`config.mk`:
```
export PLATFORM = sky130hd
export DESIGN_NAME = uart_rx_flat
export DESIGN_NICKNAME = d
export VERILOG_FILES = /design/src/rtl/uart_rx_if.sv /design/src/rtl/uart_rx.sv /design/src/flat_wrapper.sv
export SDC_FILE = /design/constraint.sdc
export NUM_CORES = 1
export LEC_CHECK = 0
export BUFFER_PORTS_ARGS = -buffer_cell sky130_fd_sc_hd__buf_2
export CELL_PAD_IN_SITES_DETAIL_PLACEMENT = 1
export CELL_PAD_IN_SITES_GLOBAL_PLACEMENT = 1
export CORE_MARGIN = 1
export CORE_UTILIZATION = 30
export DETAILED_ROUTE_END_ITERATION = 16
export MAX_ROUTING_LAYER = met4
export PLACE_DENSITY_LB_ADDON = 0.1
export SLEW_MARGIN = 20
export SYNTH_ARGS = -nofsm -noshare
export SYNTH_HDL_FRONTEND = slang
export SYNTH_SLANG_ARGS = --single-unit
```
`constraint.sdc`:
```
create_clock -name clk -period 1.78 [get_ports clk]
set_input_delay 0.356 -clock clk [delete_from_list [all_inputs] [get_ports clk]]
set_output_delay 0.356 -clock clk [all_outputs]
set_load 0.01 [all_outputs]
```
`src/rtl/uart_rx_if.sv`:
```
// Host-side holding-register handshake of the UART receiver.
// The receiver drives the master modport; host logic takes the slave modport.
interface uart_rx_if #(
  parameter int DATA_BITS = 8
);
  logic [DATA_BITS-1:0] rx_data;
  logic                 rx_valid;
  logic                 rx_ack;
  logic                 frame_err;
  logic                 parity_err;
  logic                 overrun;

  modport master (
    output rx_data,
    output rx_valid,
    output frame_err,
    output parity_err,
    output overrun,
    input  rx_ack
  );

  modport slave (
    input  rx_data,
    input  rx_valid,
    input  frame_err,
    input  parity_err,
    input  overrun,
    output rx_ack
  );
endinterface

```
`src/rtl/uart_rx.sv`:
```
// Oversampling UART receiver: recovers LSB-first frames with optional parity
// and presents each byte in a holding register with a valid/ack handshake.
module uart_rx #(
  parameter int DATA_BITS  = 8,
  parameter int OSR        = 16,
  parameter int PARITY_EN  = 0,
  parameter int PARITY_ODD = 0
) (
  input  logic       clk,
  input  logic       reset,
  input  logic       rx_en,
  input  logic       rx,
  uart_rx_if.master  host,
  output logic       busy
);

  localparam int CNT_W = $clog2(OSR);
  localparam int IDX_W = $clog2(DATA_BITS + 1);

  localparam logic [CNT_W-1:0] CNT_MID  = CNT_W'(OSR / 2 - 1);
  localparam logic [CNT_W-1:0] CNT_LAST = CNT_W'(OSR - 1);
  localparam logic [IDX_W-1:0] IDX_LAST = IDX_W'(DATA_BITS - 1);

  typedef enum logic [2:0] {
    S_IDLE,
    S_START,
    S_DATA,
    S_PARITY,
    S_STOP,
    S_BREAK
  } state_t;

  state_t               state_q, state_d;
  logic [CNT_W-1:0]     cnt_q, cnt_d;
  logic [IDX_W-1:0]     idx_q, idx_d;
  logic                 rx_p0, rx_p1;
  logic                 rx_s;
  logic [DATA_BITS-1:0] shreg;
  logic                 pend_perr;
  logic                 shift_en, par_smp, done, clr_pend;
  logic                 load_ok;
  logic [DATA_BITS-1:0] data_q;
  logic                 valid_q, ferr_q, perr_q, ovr_q;

  // Parity check over data plus received parity bit.
  function automatic logic parity_bad(input logic [DATA_BITS-1:0] d, input logic p);
    return ((^d) ^ p) != (PARITY_ODD != 0);
  endfunction

  // Stage p0/p1: two-flop synchronizer; the line idles high.
  always_ff @(posedge clk or posedge reset) begin
    if (reset) begin
      rx_p0 <= 1'b1;
      rx_p1 <= 1'b1;
    end else begin
      rx_p0 <= rx;
      rx_p1 <= rx_p0;
    end
  end

  assign rx_s = rx_p1;

  always_ff @(posedge clk or posedge reset) begin
    if (reset) begin
      state_q <= S_IDLE;
      cnt_q   <= '0;
      idx_q   <= '0;
    end else begin
      state_q <= state_d;
      cnt_q   <= cnt_d;
      idx_q   <= idx_d;
    end
  end

  always_comb begin
    state_d  = state_q;
    cnt_d    = cnt_q;
    idx_d    = idx_q;
    shift_en = 1'b0;
    par_smp  = 1'b0;
    done     = 1'b0;
    clr_pend = 1'b0;
    if (rx_en) begin
      unique case (state_q)
        S_IDLE: begin
          if (!rx_s) begin
            state_d  = S_START;
            cnt_d    = '0;
            clr_pend = 1'b1;
          end
        end
        S_START: begin
          // A start bit that is high again at its midpoint was a glitch.
          if (cnt_q == CNT_MID) begin
            cnt_d   = '0;
            idx_d   = '0;
            state_d = rx_s ? S_IDLE : S_DATA;
          end else begin
            cnt_d = cnt_q + 1'b1;
          end
        end
        S_DATA: begin
          if (cnt_q == CNT_LAST) begin
            cnt_d    = '0;
            idx_d    = idx_q + 1'b1;
            shift_en = 1'b1;
            if (idx_q == IDX_LAST)
              state_d = (PARITY_EN != 0) ? S_PARITY : S_STOP;
          end else begin
            cnt_d = cnt_q + 1'b1;
          end
        end
        S_PARITY: begin
          if (cnt_q == CNT_LAST) begin
            cnt_d   = '0;
            par_smp = 1'b1;
            state_d = S_STOP;
          end else begin
            cnt_d = cnt_q + 1'b1;
          end
        end
        S_STOP: begin
          // A low stop bit parks in BREAK so a held-low line yields one frame.
          if (cnt_q == CNT_LAST) begin
            cnt_d   = '0;
            done    = 1'b1;
            state_d = rx_s ? S_IDLE : S_BREAK;
          end else begin
            cnt_d = cnt_q + 1'b1;
          end
        end
        S_BREAK: begin
          if (rx_s)
            state_d = S_IDLE;
        end
        default: state_d = S_IDLE;
      endcase
    end
  end

  // An ack in the completion cycle frees the holding register for the new frame.
  assign load_ok = !valid_q || host.rx_ack;

  always_ff @(posedge clk or posedge reset) begin
    if (reset) begin
      shreg     <= '0;
      pend_perr <= 1'b0;
      data_q    <= '0;
      valid_q   <= 1'b0;
      ferr_q    <= 1'b0;
      perr_q    <= 1'b0;
      ovr_q     <= 1'b0;
    end else begin
      ovr_q <= 1'b0;
      if (shift_en)
        shreg <= {rx_s, shreg[DATA_BITS-1:1]};
      if (clr_pend)
        pend_perr <= 1'b0;
      else if (par_smp)
        pend_perr <= parity_bad(shreg, rx_s);
      if (done && load_ok) begin
        data_q  <= shreg;
        ferr_q  <= !rx_s;
        perr_q  <= pend_perr;
        valid_q <= 1'b1;
      end else begin
        if (done)
          ovr_q <= 1'b1;
        if (host.rx_ack && valid_q)
          valid_q <= 1'b0;
      end
    end
  end

  assign host.rx_data    = data_q;
  assign host.rx_valid   = valid_q;
  assign host.frame_err  = ferr_q;
  assign host.parity_err = perr_q;
  assign host.overrun    = ovr_q;
  assign busy            = (state_q != S_IDLE);

endmodule

```
`src/flat_wrapper.sv`:
```
// flat-port wrapper written by rule: the top's interface ports become plain ports
module uart_rx_flat 
#(
  parameter int DATA_BITS  = 8,
  parameter int OSR        = 16,
  parameter int PARITY_EN  = 0,
  parameter int PARITY_ODD = 0
)
  (clk, reset, rx_en, rx, busy, host_rx_data, host_rx_valid, host_frame_err, host_parity_err, host_overrun, host_rx_ack);
  uart_rx_if #(.DATA_BITS(DATA_BITS)) host_i ();
  input  logic clk;
  input  logic reset;
  input  logic rx_en;
  input  logic rx;
  output logic busy;
  output wire logic [$bits(host_i.rx_data)-1:0] host_rx_data;
  output wire logic [$bits(host_i.rx_valid)-1:0] host_rx_valid;
  output wire logic [$bits(host_i.frame_err)-1:0] host_frame_err;
  output wire logic [$bits(host_i.parity_err)-1:0] host_parity_err;
  output wire logic [$bits(host_i.overrun)-1:0] host_overrun;
  input wire logic [$bits(host_i.rx_ack)-1:0] host_rx_ack;
  assign host_rx_data = host_i.rx_data;
  assign host_rx_valid = host_i.rx_valid;
  assign host_frame_err = host_i.frame_err;
  assign host_parity_err = host_i.parity_err;
  assign host_overrun = host_i.overrun;
  assign host_i.rx_ack = host_rx_ack;
  uart_rx #(.DATA_BITS(DATA_BITS), .OSR(OSR), .PARITY_EN(PARITY_EN), .PARITY_ODD(PARITY_ODD)) u_core (.clk(clk), .reset(reset), .rx_en(rx_en), .rx(rx), .host(host_i), .busy(busy));
endmodule
```
* Yosys cells after proc, flatten, opt, wreduce, memory -nomap -nowiden
Index checks and enable logic that the tools add are counted.
** Operators by class
- Multiplexer cells :: 33
- $add $sub $neg :: 2
- Equal/unequal tests :: 15
- Reduce and logical (&&, ||, !) cells :: 16
- Bitwise operators :: 1
** Operator list (count)
- two-way mux 3 bit :: 8
- two-way mux 4 bit :: 5
- one-hot mux 3 bit (6 select lines) :: 1
- two-way mux 1 bit :: 16
- inequality test 2 x 1 -> 1 bit, second input constant :: 6
- one-hot mux 4 bit (3 select lines) :: 1
- adder 4 x 1 -> 4 bit, second input constant :: 2
- == test 4 x 3 -> 1 bit, second input constant :: 2
- one-hot mux 4 bit (2 select lines) :: 1
- AND reduction 8 bit :: 1
- parity 8 bit :: 1
- == test 3 x 2 -> 1 bit, second input constant :: 2
- == test 3 bit, second input constant :: 2
- nonzero test 2 bit :: 3
- nonzero test 3 bit :: 2
- == test 4 bit, second input constant :: 1
- AND reduction 4 bit :: 1
- == test 3 x 1 -> 1 bit, second input constant :: 1
- logical NOT 3 bit :: 1
- AND reduction 3 bit :: 1
- OR reduction 3 bit :: 1
- logical AND 1 bit :: 2
- logical NOT 1 bit :: 2
- two-way mux 2 bit :: 1
- 3 further kinds :: 3
** Word-level totals
- Flip-flop bits (word level) :: 34
- Output and inout bits :: 13

* Logic depth before layout (Yosys ltp)
- Depth after elaboration :: 6
- Depth in mapped cells :: 6

* Worst setup path after synthesis
OpenSTA, ideal clock, no wires.
- Path type :: flip-flop to flip-flop
- Start :: register u_core.cnt_q[1]
- End :: register u_core.perr_q (netlist: u_core.host.parity_err)
- Library setup time :: 0.125 ns
- Period minus slack after synthesis :: 1.697 ns
- Data required time :: 1.655 ns
- Setup slack :: 0.083 ns
- Path buffers :: 1
- Arrival :: 1.572 ns
- Stages on the path, launching flop included :: 7
- Cell sequence :: dfrtp_1 -> ha_1 -> and4_1 -> nand3_1 -> nor2b_1 -> buf_4 -> mux2_2
** Between the ends
- Longest elaborated chain between the ends :: 5
** RTL lines
- from (decl) :: line uart_rx.sv:34 : logic [CNT_W-1:0] cnt_q, cnt_d;
- from (signal assigned) :: line uart_rx.sv:70 : cnt_q <= cnt_d;
- == test 4 bit :: line uart_rx.sv:124 : if (cnt_q == CNT_LAST) begin
- two-way mux 1 bit :: line uart_rx.sv:124
- two-way mux 1 bit :: line uart_rx.sv:84 : unique case (state_q)
- two-way mux 1 bit :: line uart_rx.sv:83 : if (rx_en) begin
- logical AND 1 bit :: line uart_rx.sv:161 : if (done && load_ok) begin
- to (signal assigned) :: line uart_rx.sv:164 : perr_q <= pend_perr;
- to (decl) :: line uart_rx.sv:43 : logic valid_q, ferr_q, perr_q, ovr_q;
No other way between the ends.
A chain may end at the register's enable or synchronous reset.

* Worst setup path in the final report
- Start :: register u_core.state_q[0]
- End :: output busy
** Between the ends
- Longest elaborated chain between the ends :: 1
** RTL lines
- from (decl) :: line uart_rx.sv:33 : state_t state_q, state_d;
- from (signal assigned) :: line uart_rx.sv:69 : state_q <= state_d;
- nonzero test 3 bit :: line uart_rx.sv:180 : assign busy = (state_q != S_IDLE);
- to (decl) :: line flat_wrapper.sv:15 : output logic busy;
No other way between the ends.

==> metrics.md <==
| Metric | Value |
|---|---|
| Number of synthesized flops with an enable pin | 0 |
| Post-synth top area cell | dfrtp_1 |
| Syn Std Cell Area | 1740 um2 |
| Area of the core | 5540 um2 |
| IO Count | 18 |
| Nets | 196 |
| Number of global-route vias before repair | 1358 |
| Share of cells above drive strength 1 | 40.0% |
| # setup viols final | 0 |
| WP data arrival | 1.36 ns |
| Post-Synthesis Cells | 154 |
| Inserted Clock Buffers | 5 |
| Worst EP required | 1.42 ns |
| Vias per inst | 4.97 |
| Fmax | 0.582 GHz |
| ANT nets after route | 0 |
| Max Buffers Root-to-Sink | 2 |
| Post-route design area | 2160 um2 |
| Initial Util | 31.5% |
| Syn_nets | 161 |
| Sum of negative setup slack | 0 ns |
| Hold Buf Count CTS | 0 |
| Worst-path fanout max | 8 |
| Most frequent cell after synthesis | dfrtp_1 |
| CTS Root Cell | clkbuf_8 |
| Port Buffers | 17 |
| Leak Pwr | 1.04 nW |
| Largest net degree at the start of global routing | 35 |
| Worst r2r path cells | 5 |
| Seq/Total Area, Yosys | 48.9% |
| Met3 usage | 3.49% |
| Wirelength per Cell | 15.8 um |
| Relative slew slack | 70.6% |
| Final slew viol count | 0 |
| CTS tree | built |
| Worst Tran Pin Value | 0.441 ns |
| RSZ-0062 raised after global routing | no |
| RePlAce Congestion | 0.784 |
| Clock latency on the worst-skew pair | 0.28 ns |
| Worst VDD drop | 0.000336 V |
| Initial antenna violation count | 0 |
| Synthesized flop and latch total | 34 |
| Die Y | 78.3 um |
| Status | finished clean |
| Pwr Density | 857 nW/um2 |
| Total Power | 1.85 mW |
| Avg Synthesized Cell Area | 11.3 um2 |
| Min Tclk post-route | 1.72 ns |
| Busiest layer in global routing | met2 |
| Layout fillers | 635 |
| Asr flop ratio synth | 100% |
| Row cnt | 27 |
| Area delta synth->final | 24.0% |
| DIE WIDTH | 78.3 um |
| CP endpoint kind | primary output |
| First-pass GRT wire length | 6.91 mm |
| Synth area leaders | dfrtp_1 (46%), mux2_2 (12%), dfstp_2 (3.0%), xnor3_1 (2.6%), o21ai_0 (2.0%) |
| Number of remaining DRC errors | 0 |
| Grt met1 use | 20.2% |
| Clock skew | 0.00652 ns |
| Finished Layout Cells | 262 |
| H-tree depth | 2 |
| Top cell type's share of synthesized area | 45.9% |
| DRT iter0 DRCs | 73 |
| Critical path startpoint category | register |
| Crit path kind | reg -> out |
| Maxcap violations | 0 |
| Clk slew on worst S/H paths | 0.07 ns |
| ANT cells | 0 |
| Met2 Usage GRT | 24.0% |
| Hold Fails Final Rpt | 0 |
| DP Area | 2000 um2 |
| Commonest register cell after synthesis | dfrtp_1 |
| Syn. warnings | 0 |
| Vias | 1303 |
| Min-Delay Path Class | in -> async |
| Top cells by count, synth | dfrtp_1 (32), mux2_2 (19), nand2_1 (8), nor2_1 (8), o21ai_0 (7) |
| GRT Residual Overflow | 0 |
| Die ar. | 6120 um2 |
| Total GRT Usage | 15.2% |
| Placed cells | 251 |
| DP HPWL | 2.98 mm |
| Period utilisation layout | 96.5% |
| Clock sink count | 34 |
| Yosys cell types | 47 |
| First drt pass iteration count | 4 |
| Final WL | 4.13 mm |
-- state kept, by name, summed over array words and instances, names as in the netlist --
signal	cells
u_core.rx_p0	1
u_core.host.overrun	1
u_core.idx_q	4
u_core.shreg	8
u_core.host.parity_err	1
u_core.state_q	3
u_core.cnt_q	4
u_core.host.rx_data	8
u_core.host.rx_valid	1
u_core.host.frame_err	1
u_core.rx_p1	1
u_core.pend_perr	1
-- per-layer routing --
metal  vias to the layer above  part of all wire (%)
met2                        14                    47
li1                        627                     -
met5                         -                     0
met3                         2                   2.4
met1                       660                    50
met4                         0                  0.31
-- kinds of logic after synthesis --
kind of cell	count (synthesis)	share of synthesized area (%)
AND/OR/NAND/NOR	45	14.5
flip-flops	34	48.9
AO/OA/AOI/OAI	29	11.5
multiplexers	23	14.6
buffers and inverters	16	4.95
XOR/XNOR	5	4.09
adder cells (fa/ha/maj)	2	1.43
-- through the flow --
stage	hold WS (ns)	setup WS [ns]	util (%)
after floorplan	0.345	0.0831	-
after global placement	0.348	0.0125	36.2
after detailed placement	0.349	0.0227	36.2
after CTS	0.158	0.0161	38.1
after global routing	0.147	0.00195	39.0
final	0.160	0.0619	39.0
-- placed cells by master, fill, tap and decap left out, types with 3 or more instances in the layout --
cell	count
nand3_1	4
buf_4	18
inv_1	6
clkbuf_8	6
mux2i_1	3
a21oi_1	3
nand3b_1	3
o21ai_0	6
dfrtp_1	30
nor3_1	4
nand2_1	8
mux2_2	19
buf_2	17
nor2_1	8
-- power by group --
part / internal, mW / leakage, nW / total, mW / switching (mW)
Combinational: 0.187 / 0.548 / 0.402 / 0.214
Sequential: 0.819 / 0.445 / 0.857 / 0.0386
Clock: 0.311 / 0.0472 / 0.595 / 0.284
-- path summary, 6_finish.rpt --
kind / endpoint / start / slack [ns]
min: u_core.cnt_q[2]$_DFFE_PP0P_ / reset / 0.16
max: busy / u_core.state_q[0]$_DFFE_PP0P_ / 0.06
max in group asynchronous: u_core.rx_p0$_DFF_PP1_ / reset / 1.28
min reg2reg: u_core.rx_p1$_DFF_PP1_ / u_core.rx_p0$_DFF_PP1_ / 0.36
max reg2reg: u_core.state_q[1]$_DFFE_PP0P_ / u_core.idx_q[1]$_DFFE_PP0P_ / 0.07
min in group clk: u_core.rx_p0$_DFF_PP1_ / rx / 0.17
-- worst max-delay path: stages (launching register included) --
cell and delay (ns):
dfrtp_2 0.48, nor2_4 0.17, buf_4 0.17, nand2_1 0.10, buf_2 0.16
-- layout make-up --
class / count / area (um2) / share of cell area (%)
clock inverters: 2 / 12.5 / 0.578
well taps: 72 / 90.1 / 4.16
inverters: 6 / 22.5 / 1.04
flip-flops and latches: 34 / 856 / 39.6
repair buffers: 38 / 256 / 11.9
clock buffers: 6 / 82.6 / 3.82
multi-input cells: 104 / 843 / 39.0
-- what timing repair did --
action                     CTS  global route
setup endpoints to repair    2            22
resized for setup            3             9
pin swaps                    0             3
setup buffers                0             3
No activity file was read; power rests on OpenSTA's default activity.
